File: config.mk
export PLATFORM = sky130hd
export DESIGN_NAME = lcd_sequencer
export DESIGN_NICKNAME = d
export VERILOG_FILES = /design/src/rtl/lcd_sequencer.sv
export SDC_FILE = /design/constraint.sdc
export NUM_CORES = 1
export LEC_CHECK = 0
export CAP_MARGIN = 20
export CORE_ASPECT_RATIO = 1.4
export CORE_MARGIN = 8
export CORE_UTILIZATION = 25
export DETAILED_ROUTE_END_ITERATION = 6
export PLACE_DENSITY = 0.48
export REMOVE_ABC_BUFFERS = 1
export SYNTH_ARGS = -nofsm -noshare
export SYNTH_HDL_FRONTEND = slang
export SYNTH_SLANG_ARGS = --single-unit
File: constraint.sdc
create_clock -name i_clk -period 2.41 [get_ports i_clk]
set_input_delay 0.6025 -clock i_clk [delete_from_list [all_inputs] [get_ports i_clk]]
set_output_delay 0.6025 -clock i_clk [all_outputs]
set_load 0.02 [all_outputs]
File: src/rtl/lcd_sequencer.sv
// rtl/lcd_sequencer.sv - character-LCD write sequencer with power-up init ROM
// Purpose: waits out LCD power-up, plays a 4-command init ROM, then serves
//          user byte writes as SETUP / EN / HOLD / WAIT transfers.
// Ports:
//   i_clk, i_rst_n        clock; asynchronous active-low reset
//   i_start               begin power-up + init (honoured in IDLE only)
//   o_init_done           init ROM finished; sticky until reset
//   i_req, i_rs, i_data   user write request; accepted when o_ready=1
//   o_ready               a request can be accepted this cycle
//   o_LCD_DATA/EN/RS      LCD bus, RS/DATA constant across a transfer
//   o_LCD_RW              tied low (write-only use)
//   o_LCD_ON, o_LCD_BLON  power and backlight, high once started
module lcd_sequencer #(
  parameter int unsigned PWRUP_CYC    = 750000,
  parameter int unsigned SETUP_CYC    = 2,
  parameter int unsigned EN_CYC       = 12,
  parameter int unsigned HOLD_CYC     = 2,
  parameter int unsigned WAIT_CYC     = 2500,
  parameter int unsigned CLR_WAIT_CYC = 82000
) (
  input  logic       i_clk,
  input  logic       i_rst_n,
  input  logic       i_start,
  output logic       o_init_done,
  input  logic       i_req,
  input  logic       i_rs,
  input  logic [7:0] i_data,
  output logic       o_ready,
  output logic [7:0] o_LCD_DATA,
  output logic       o_LCD_EN,
  output logic       o_LCD_RS,
  output logic       o_LCD_RW,
  output logic       o_LCD_ON,
  output logic       o_LCD_BLON
);

  localparam int unsigned MAX_AB  = (PWRUP_CYC > SETUP_CYC) ? PWRUP_CYC : SETUP_CYC;
  localparam int unsigned MAX_CD  = (EN_CYC > HOLD_CYC) ? EN_CYC : HOLD_CYC;
  localparam int unsigned MAX_EF  = (WAIT_CYC > CLR_WAIT_CYC) ? WAIT_CYC : CLR_WAIT_CYC;
  localparam int unsigned MAX_ABC = (MAX_AB > MAX_CD) ? MAX_AB : MAX_CD;
  localparam int unsigned MAX_CYC = (MAX_ABC > MAX_EF) ? MAX_ABC : MAX_EF;
  localparam int unsigned CNT_W   = $clog2(MAX_CYC) + 1;

  localparam logic [CNT_W-1:0] PWRUP_LD = CNT_W'(PWRUP_CYC - 1);
  localparam logic [CNT_W-1:0] SETUP_LD = CNT_W'(SETUP_CYC - 1);
  localparam logic [CNT_W-1:0] EN_LD    = CNT_W'(EN_CYC - 1);
  localparam logic [CNT_W-1:0] HOLD_LD  = CNT_W'(HOLD_CYC - 1);
  localparam logic [CNT_W-1:0] WAIT_LD  = CNT_W'(WAIT_CYC - 1);
  localparam logic [CNT_W-1:0] CLR_LD   = CNT_W'(CLR_WAIT_CYC - 1);

  typedef enum logic [2:0] {
    S_IDLE, S_PWRUP, S_SETUP, S_EN, S_HOLD, S_WAIT, S_READY
  } state_t;

  state_t           state_q;
  logic [CNT_W-1:0] cnt_q;
  logic [1:0]       idx_q;
  logic [7:0]       data_q;
  logic             rs_q;
  logic             en_q;
  logic             ready_q;
  logic             done_q;
  logic             pwr_q;

  logic             accept_d;
  logic             cnt_zero_d;
  logic [CNT_W-1:0] wait_ld_d;
  logic [1:0]       idx_d;

  function automatic logic [7:0] rom_byte(input logic [1:0] idx);
    case (idx)
      2'd0:    rom_byte = 8'h38;  // 8-bit bus, 2 lines, 5x8 font
      2'd1:    rom_byte = 8'h0C;  // display on, cursor off
      2'd2:    rom_byte = 8'h01;  // clear display
      default: rom_byte = 8'h06;  // entry mode: increment, no shift
    endcase
  endfunction

  // ready_q is only ever high while in READY, so it alone qualifies accept.
  assign accept_d   = i_req & ready_q;
  assign cnt_zero_d = (cnt_q == '0);
  assign idx_d      = idx_q + 2'd1;
  // Clear (0x01) and home (0x02) commands need the long busy wait.
  assign wait_ld_d  = (!rs_q && (data_q == 8'h01 || data_q == 8'h02)) ? CLR_LD : WAIT_LD;

  always_ff @(posedge i_clk or negedge i_rst_n) begin
    if (!i_rst_n) begin
      state_q <= S_IDLE;
      cnt_q   <= '0;
      idx_q   <= '0;
      data_q  <= '0;
      rs_q    <= 1'b0;
      en_q    <= 1'b0;
      ready_q <= 1'b0;
      done_q  <= 1'b0;
      pwr_q   <= 1'b0;
    end else begin
      // EN and the handshake flags trail the state by one cycle; this gives
      // RS/DATA one extra setup cycle and makes o_ready/o_init_done rise together.
      en_q    <= (state_q == S_EN);
      ready_q <= (state_q == S_READY) && !accept_d;
      if (state_q == S_READY) done_q <= 1'b1;

      case (state_q)
        S_IDLE: begin
          if (i_start) begin
            state_q <= S_PWRUP;
            cnt_q   <= PWRUP_LD;
            pwr_q   <= 1'b1;
          end
        end
        S_PWRUP: begin
          if (cnt_zero_d) begin
            state_q <= S_SETUP;
            cnt_q   <= SETUP_LD;
            idx_q   <= 2'd0;
            rs_q    <= 1'b0;
            data_q  <= rom_byte(2'd0);
          end else begin
            cnt_q <= cnt_q - CNT_W'(1);
          end
        end
        S_SETUP: begin
          if (cnt_zero_d) begin
            state_q <= S_EN;
            cnt_q   <= EN_LD;
          end else begin
            cnt_q <= cnt_q - CNT_W'(1);
          end
        end
        S_EN: begin
          if (cnt_zero_d) begin
            state_q <= S_HOLD;
            cnt_q   <= HOLD_LD;
          end else begin
            cnt_q <= cnt_q - CNT_W'(1);
          end
        end
        S_HOLD: begin
          if (cnt_zero_d) begin
            state_q <= S_WAIT;
            cnt_q   <= wait_ld_d;
          end else begin
            cnt_q <= cnt_q - CNT_W'(1);
          end
        end
        S_WAIT: begin
          if (cnt_zero_d) begin
            // done_q is still low while the init ROM is being played.
            if (!done_q && idx_q != 2'd3) begin
              state_q <= S_SETUP;
              cnt_q   <= SETUP_LD;
              idx_q   <= idx_d;
              rs_q    <= 1'b0;
              data_q  <= rom_byte(idx_d);
            end else begin
              state_q <= S_READY;
            end
          end else begin
            cnt_q <= cnt_q - CNT_W'(1);
          end
        end
        S_READY: begin
          if (accept_d) begin
            state_q <= S_SETUP;
            cnt_q   <= SETUP_LD;
            rs_q    <= i_rs;
            data_q  <= i_data;
          end
        end
        default: state_q <= S_IDLE;
      endcase
    end
  end

  assign o_init_done = done_q;
  assign o_ready     = ready_q;
  assign o_LCD_DATA  = data_q;
  assign o_LCD_EN    = en_q;
  assign o_LCD_RS    = rs_q;
  assign o_LCD_RW    = 1'b0;
  assign o_LCD_ON    = pwr_q;
  assign o_LCD_BLON  = pwr_q;

endmodule

=== Yosys cells after proc, flatten, opt, wreduce, memory -nomap -nowiden ===
Index checks and enable logic that the tools add are counted.

* Register bits after elaboration: 39
* Word-level logic and storage cells: 84

* Add/sub/neg operators: 2
* Reductions and logical operators: 19
* Equal/unequal tests: 20
* Bitwise operators: 1
* Mux-type cells: 33

{| class="wikitable"
|+ Operators with widths
! cell !! number
|-
| 21-bit two-way mux || 7
|-
| 21-bit one-hot mux with 6 select lines || 1
|-
| 8-bit two-way mux || 4
|-
| 3-bit two-way mux || 8
|-
| 8-bit one-hot mux with 3 select lines || 1
|-
| 21-bit zero test || 1
|-
| 3-bit one-hot mux with 7 select lines || 1
|-
| 21-bit by 1-bit subtractor with 21-bit output, second input constant || 1
|-
| 2-bit inequality test, second input constant || 9
|-
| 6-bit one-hot mux with 3 select lines || 1
|-
| 17-bit two-way mux || 1
|-
| 3-bit == test, second input constant || 3
|-
| 8-bit by 1-bit == test with 1-bit output, second input constant || 1
|-
| 8-bit by 2-bit == test with 1-bit output, second input constant || 1
|-
| 4-bit AND reduction || 2
|-
| 7-bit AND reduction || 1
|-
| 3-bit by 2-bit == test with 1-bit output, second input constant || 2
|-
| 2-bit two-way mux || 3
|-
| 6-bit nonzero test || 1
|-
| 5-bit AND reduction || 1
|-
| 1-bit two-way mux || 4
|-
| 2-bit one-hot mux with 2 select lines || 1
|-
| 3-bit by 1-bit == test with 1-bit output, second input constant || 1
|-
| 1-bit logical AND || 3
|-
| 14 further kinds || 16
|}

=== Logic depth before layout (Yosys ltp) ===
* Depth after elaboration: 6
* Gate-level depth with buffers: 9

=== Worst setup path before layout ===
Ideal clock, no wire load.

* Path type: register to register
* From: register cnt_q[0]
* To: register data_q[0], in the netlist o_LCD_DATA[0]
* Setup time: 0.125 ns
* Data arrival time: 2.107 ns
* Data required time: 2.285 ns
* Setup slack: 0.178 ns
* Path buffers: 0
* Cell stages (with the launch flop): 9
* Path through: dfrtp_1 inv_1 ha_1 nor3b_1 nand2_2 or4_4 a211oi_4 nor2_2 mux2_4

* Cells in the longest elaborated chain, start to end: 3
* Elaborated cells between the ends (all ways): 4
* Classes of those cells: 2 x eq/ne; 2 x reduce/logical

{| class="wikitable"
|+ RTL lines
! element !! line !! text
|-
| from (decl) || 56 || <nowiki>logic [CNT_W-1:0] cnt_q;</nowiki>
|-
| from (signal assigned) || 120 || <nowiki>cnt_q <= cnt_q - CNT_W'(1);</nowiki>
|-
| from (signal assigned) || 128 || <nowiki>cnt_q <= cnt_q - CNT_W'(1);</nowiki>
|-
| from (signal assigned) || 136 || <nowiki>cnt_q <= cnt_q - CNT_W'(1);</nowiki>
|-
| 21-bit zero test (*) || 81 || <nowiki>assign cnt_zero_d = (cnt_q == '0);</nowiki>
|-
| 2-bit inequality test (no line) || n/a ||
|-
| 5-bit AND reduction (no line) (*) || n/a ||
|-
| to (signal assigned) || 118 || <nowiki>data_q <= rom_byte(2'd0);</nowiki>
|-
| to (signal assigned) || 155 || <nowiki>data_q <= rom_byte(idx_d);</nowiki>
|-
| to (signal assigned) || 168 || <nowiki>data_q <= i_data;</nowiki>
|-
| to (decl) || 58 || <nowiki>logic [7:0] data_q;</nowiki>
|}

Every way passes the cells marked *; elsewhere a longest branch is shown, timed or not.
A chain may end at the register's enable or synchronous reset.

=== Worst setup path after layout ===
* From: register cnt_q[0]
* To: register data_q[3], in the netlist o_LCD_DATA[3]

Same word-level chain as after synthesis.

==> flow_summary.ini <==
[cts]
cts.sinks = 39
cts_buffers = 5
h-tree-depth = 2
ctsRootBufferMaster = clkbuf_16
cts_tree = built
path_clk_slew_ns = 0.06
cts_setup_buffers = 0
ctsHoldBuffers = 0
clk_latency_ns = 0.29
cts_buffer_depth = 2
postCtsResizedCells = 0

[synthesis]
synthFlopType = dfrtp_1
yosys-top-cells-area = dfrtp_1 41%, o21ai_0 5.6%, a21oi_1 4.4%, a22o_1 3.6%, nor2_1 3.4%
syn_area_mm2 = 0.00241
yosysUniqueCellTypes = 57
synth-adder-area-share_pct = 2.60
synth_top_area_share_pct = 40.5
syn-mean-instance-area_um2 = 8.88
synth-seq-cells = 39
synthMuxAreaShare_pct = 3.33
yosysSeqAreaShare_pct = 40.5
synth_top_family_by_area = compound AO/OA/AOI/OAI gates
synth_compound_area_share_pct = 24.9
synth_top_area_cell = dfrtp_1
ys_warn_count = 0
synthXorXnorAreaFrac_pct = 1.09
async_flop_share_pct = 100
synth-edff-count = 0
synth-simple-area-share_pct = 23.2
synthCells = 271

[power]
p_leak_nw = 1.32
cellPowerDensity_mw_per_mm2 = 465
vdd_drop_max_uv = 378

[worst_setup_path]
path_cells = inv_1 -> ha_1 -> nor3b_2 -> nand2_2 -> or4_4 -> a211oi_4 -> nor2_2 -> mux2_4
cpMaxStageDelayCell = or4_4
critical_path.endpoint_type = register
critPathRequiredTime_ns = 2.59
r2r_setup_slack_ns = 0.12
crit-reg2reg-launch = cnt_q[0]
cpPeakStageDelay_ns = 0.45
r2r-end = o_LCD_DATA[3]
critPathKind = register to register
arrival_ns = 2.46
cp_max_fo = 9
r2r_cells = 8
worst_setup_path_start_kind = register

[drt]
drtIter0Drc = 173
firstDrtPassIters = 4
drt_wl_total_mm = 7.56
routed_via_density = 5.24
route.detailed.drc = 0
ant_nets = 0
post_drt_wl_per_cell_um = 17.3
vias = 2285

[flow_run]
maxCapViolCount = 0

[global_routing]
grt_pass1_wl_mm = 12.6
globalRoute.totalOverflow = 0
antenna_found_initial = 0
grt_max_degree = 40
track_usage_pct = 12.0
first_global_vias = 2430

[cells_and_area]
layout_common_cells = 39 x dfrtp_1, 35 x buf_4, 27 x o21ai_0
areaGrowthSynthToFinish_pct = 33.2
layout_commonest_cell = dfrtp_1
diodes = 0
num-fill-cells = 968
multi_input_area_mm2 = 0.00136
seq_area_um2 = 976
nets = 343
final_cell_area_mm2 = 0.00321
drive_gt1_share_pct = 21.2

[sta]
setup_ws_ns = 0.124
min_period_ns = 2.29
skew_ns = 0.00389
report.final.slew_viol_count = 0
slew_headroom_pct = 42.9
rsz0062_at_grt = no
hold_viol = 0
setup_tns_ns = 0
worstMarginPinSlew_ns = 0.853
finalCritPeriodShare_pct = 94.9
fmax_mhz = 437
setup_violations = 0
hold_slack_ns = 0.369

[hold_path]
hp-class = input port to asynchronous set/reset pin

[die]
initial_utilization_pct = 25.6
core_area_mm2 = 0.00941
die_h_um = 132
pin_count = 28
die_area_mm2 = 0.0131
die_w_um = 98.9
rows = 42

[placed_design]
place_area_mm2 = 0.00300
hpwl_mm = 5.66
globalplace.congestion = 0.816
portBuffers = 26
dpl_worst_slack_ns = 0.0531

[status]
status = complete, no violations
## layer usage
layer | vias to the layer above | global-route usage [%] | share of wire, %
met5 | - | 0 | 0
met4 | 0 | 5.83 | 2.8
met3 | 15 | 2.17 | 2.9
met2 | 42 | 22.5 | 54
met1 | 1124 | 12.3 | 40
li1 | 1104 | - | -
## kinds of logic (layout without fill, tap and decap cells)
kind of cell	after synthesis	in the layout
simple gates	99	99
compound gates	93	93
flops	39	39
buf+inv	25	80
mux	6	6
fa+ha+maj	5	5
xor+xnor	3	3
other cells	1	1
## final cells by class
cell class | count | area share, %
multi-input cells | 207 | 42.4
flip-flops and latches | 39 | 30.4
repair buffers | 61 | 16.2
clock buffers | 6 | 4.33
well taps | 110 | 4.29
inverters | 11 | 1.29
clock inverters | 2 | 1.09
## flip-flops by register name, summed over array words and instances (netlist names)
signal and cells:
o_LCD_RS 1, o_LCD_DATA 8, o_ready 1, idx_q 2, o_init_done 1, o_LCD_EN 1
o_LCD_BLON 1, state_q 3, cnt_q 21
## worst max-delay path by stage
stage | slack, ns | start | end
finish | 0.12 | cnt_q[0] | o_LCD_DATA[3]
global route | 0.01 | cnt_q[1] | cnt_q[14]
CTS | 0.02 | cnt_q[0] | o_LCD_DATA[3]
detailed placement | 0.05 | cnt_q[0] | o_LCD_DATA[1]
global placement | 0.09 | cnt_q[0] | o_LCD_DATA[3]
floorplan | 0.18 | cnt_q[0] | o_LCD_DATA[0]
## synthesized netlist by cell type, types with 4 or more instances
cell type / count
dfrtp_1: 39
nor2_1: 22
a22o_1: 10
or3_1: 4
nand3_1: 7
a31oi_1: 6
a21oi_1: 21
mux2_4: 4
inv_1: 11
o21ai_0: 27
o21ai_1: 4
nand2_1: 20
nor3_1: 11
clkbuf_1: 11
or2_2: 4
ha_1: 5
## worst max-delay path, delay by kind of cell (launching register included)
kind,cells,cell delay [ns]
buffers and inverters,1,0.09
adders and majority gates,1,0.17
AOI/OAI and AO/OA,1,0.28
DFF,1,0.37
and+or+nand+nor,4,0.93
muxes,1,0.33
## metrics by stage
stage / cells / utilization (%) / total power (W)
final: 436 / 34.1 / 0.00149
after floorplan: 257 / - / 0.000668
after global routing: 436 / 34.1 / 0.00153
after global placement: 428 / 31.9 / 0.000704
after CTS: 436 / 33.8 / 0.00151
after detailed placement: 428 / 31.9 / 0.000704
## where the power goes
group          switching [W]  internal, W
registers                  0     0.000655
logic              0.0000181    0.0000172
clock network       0.000286     0.000515
total               0.000304      0.00119
Note: power is estimated with default switching activity, not from simulation.
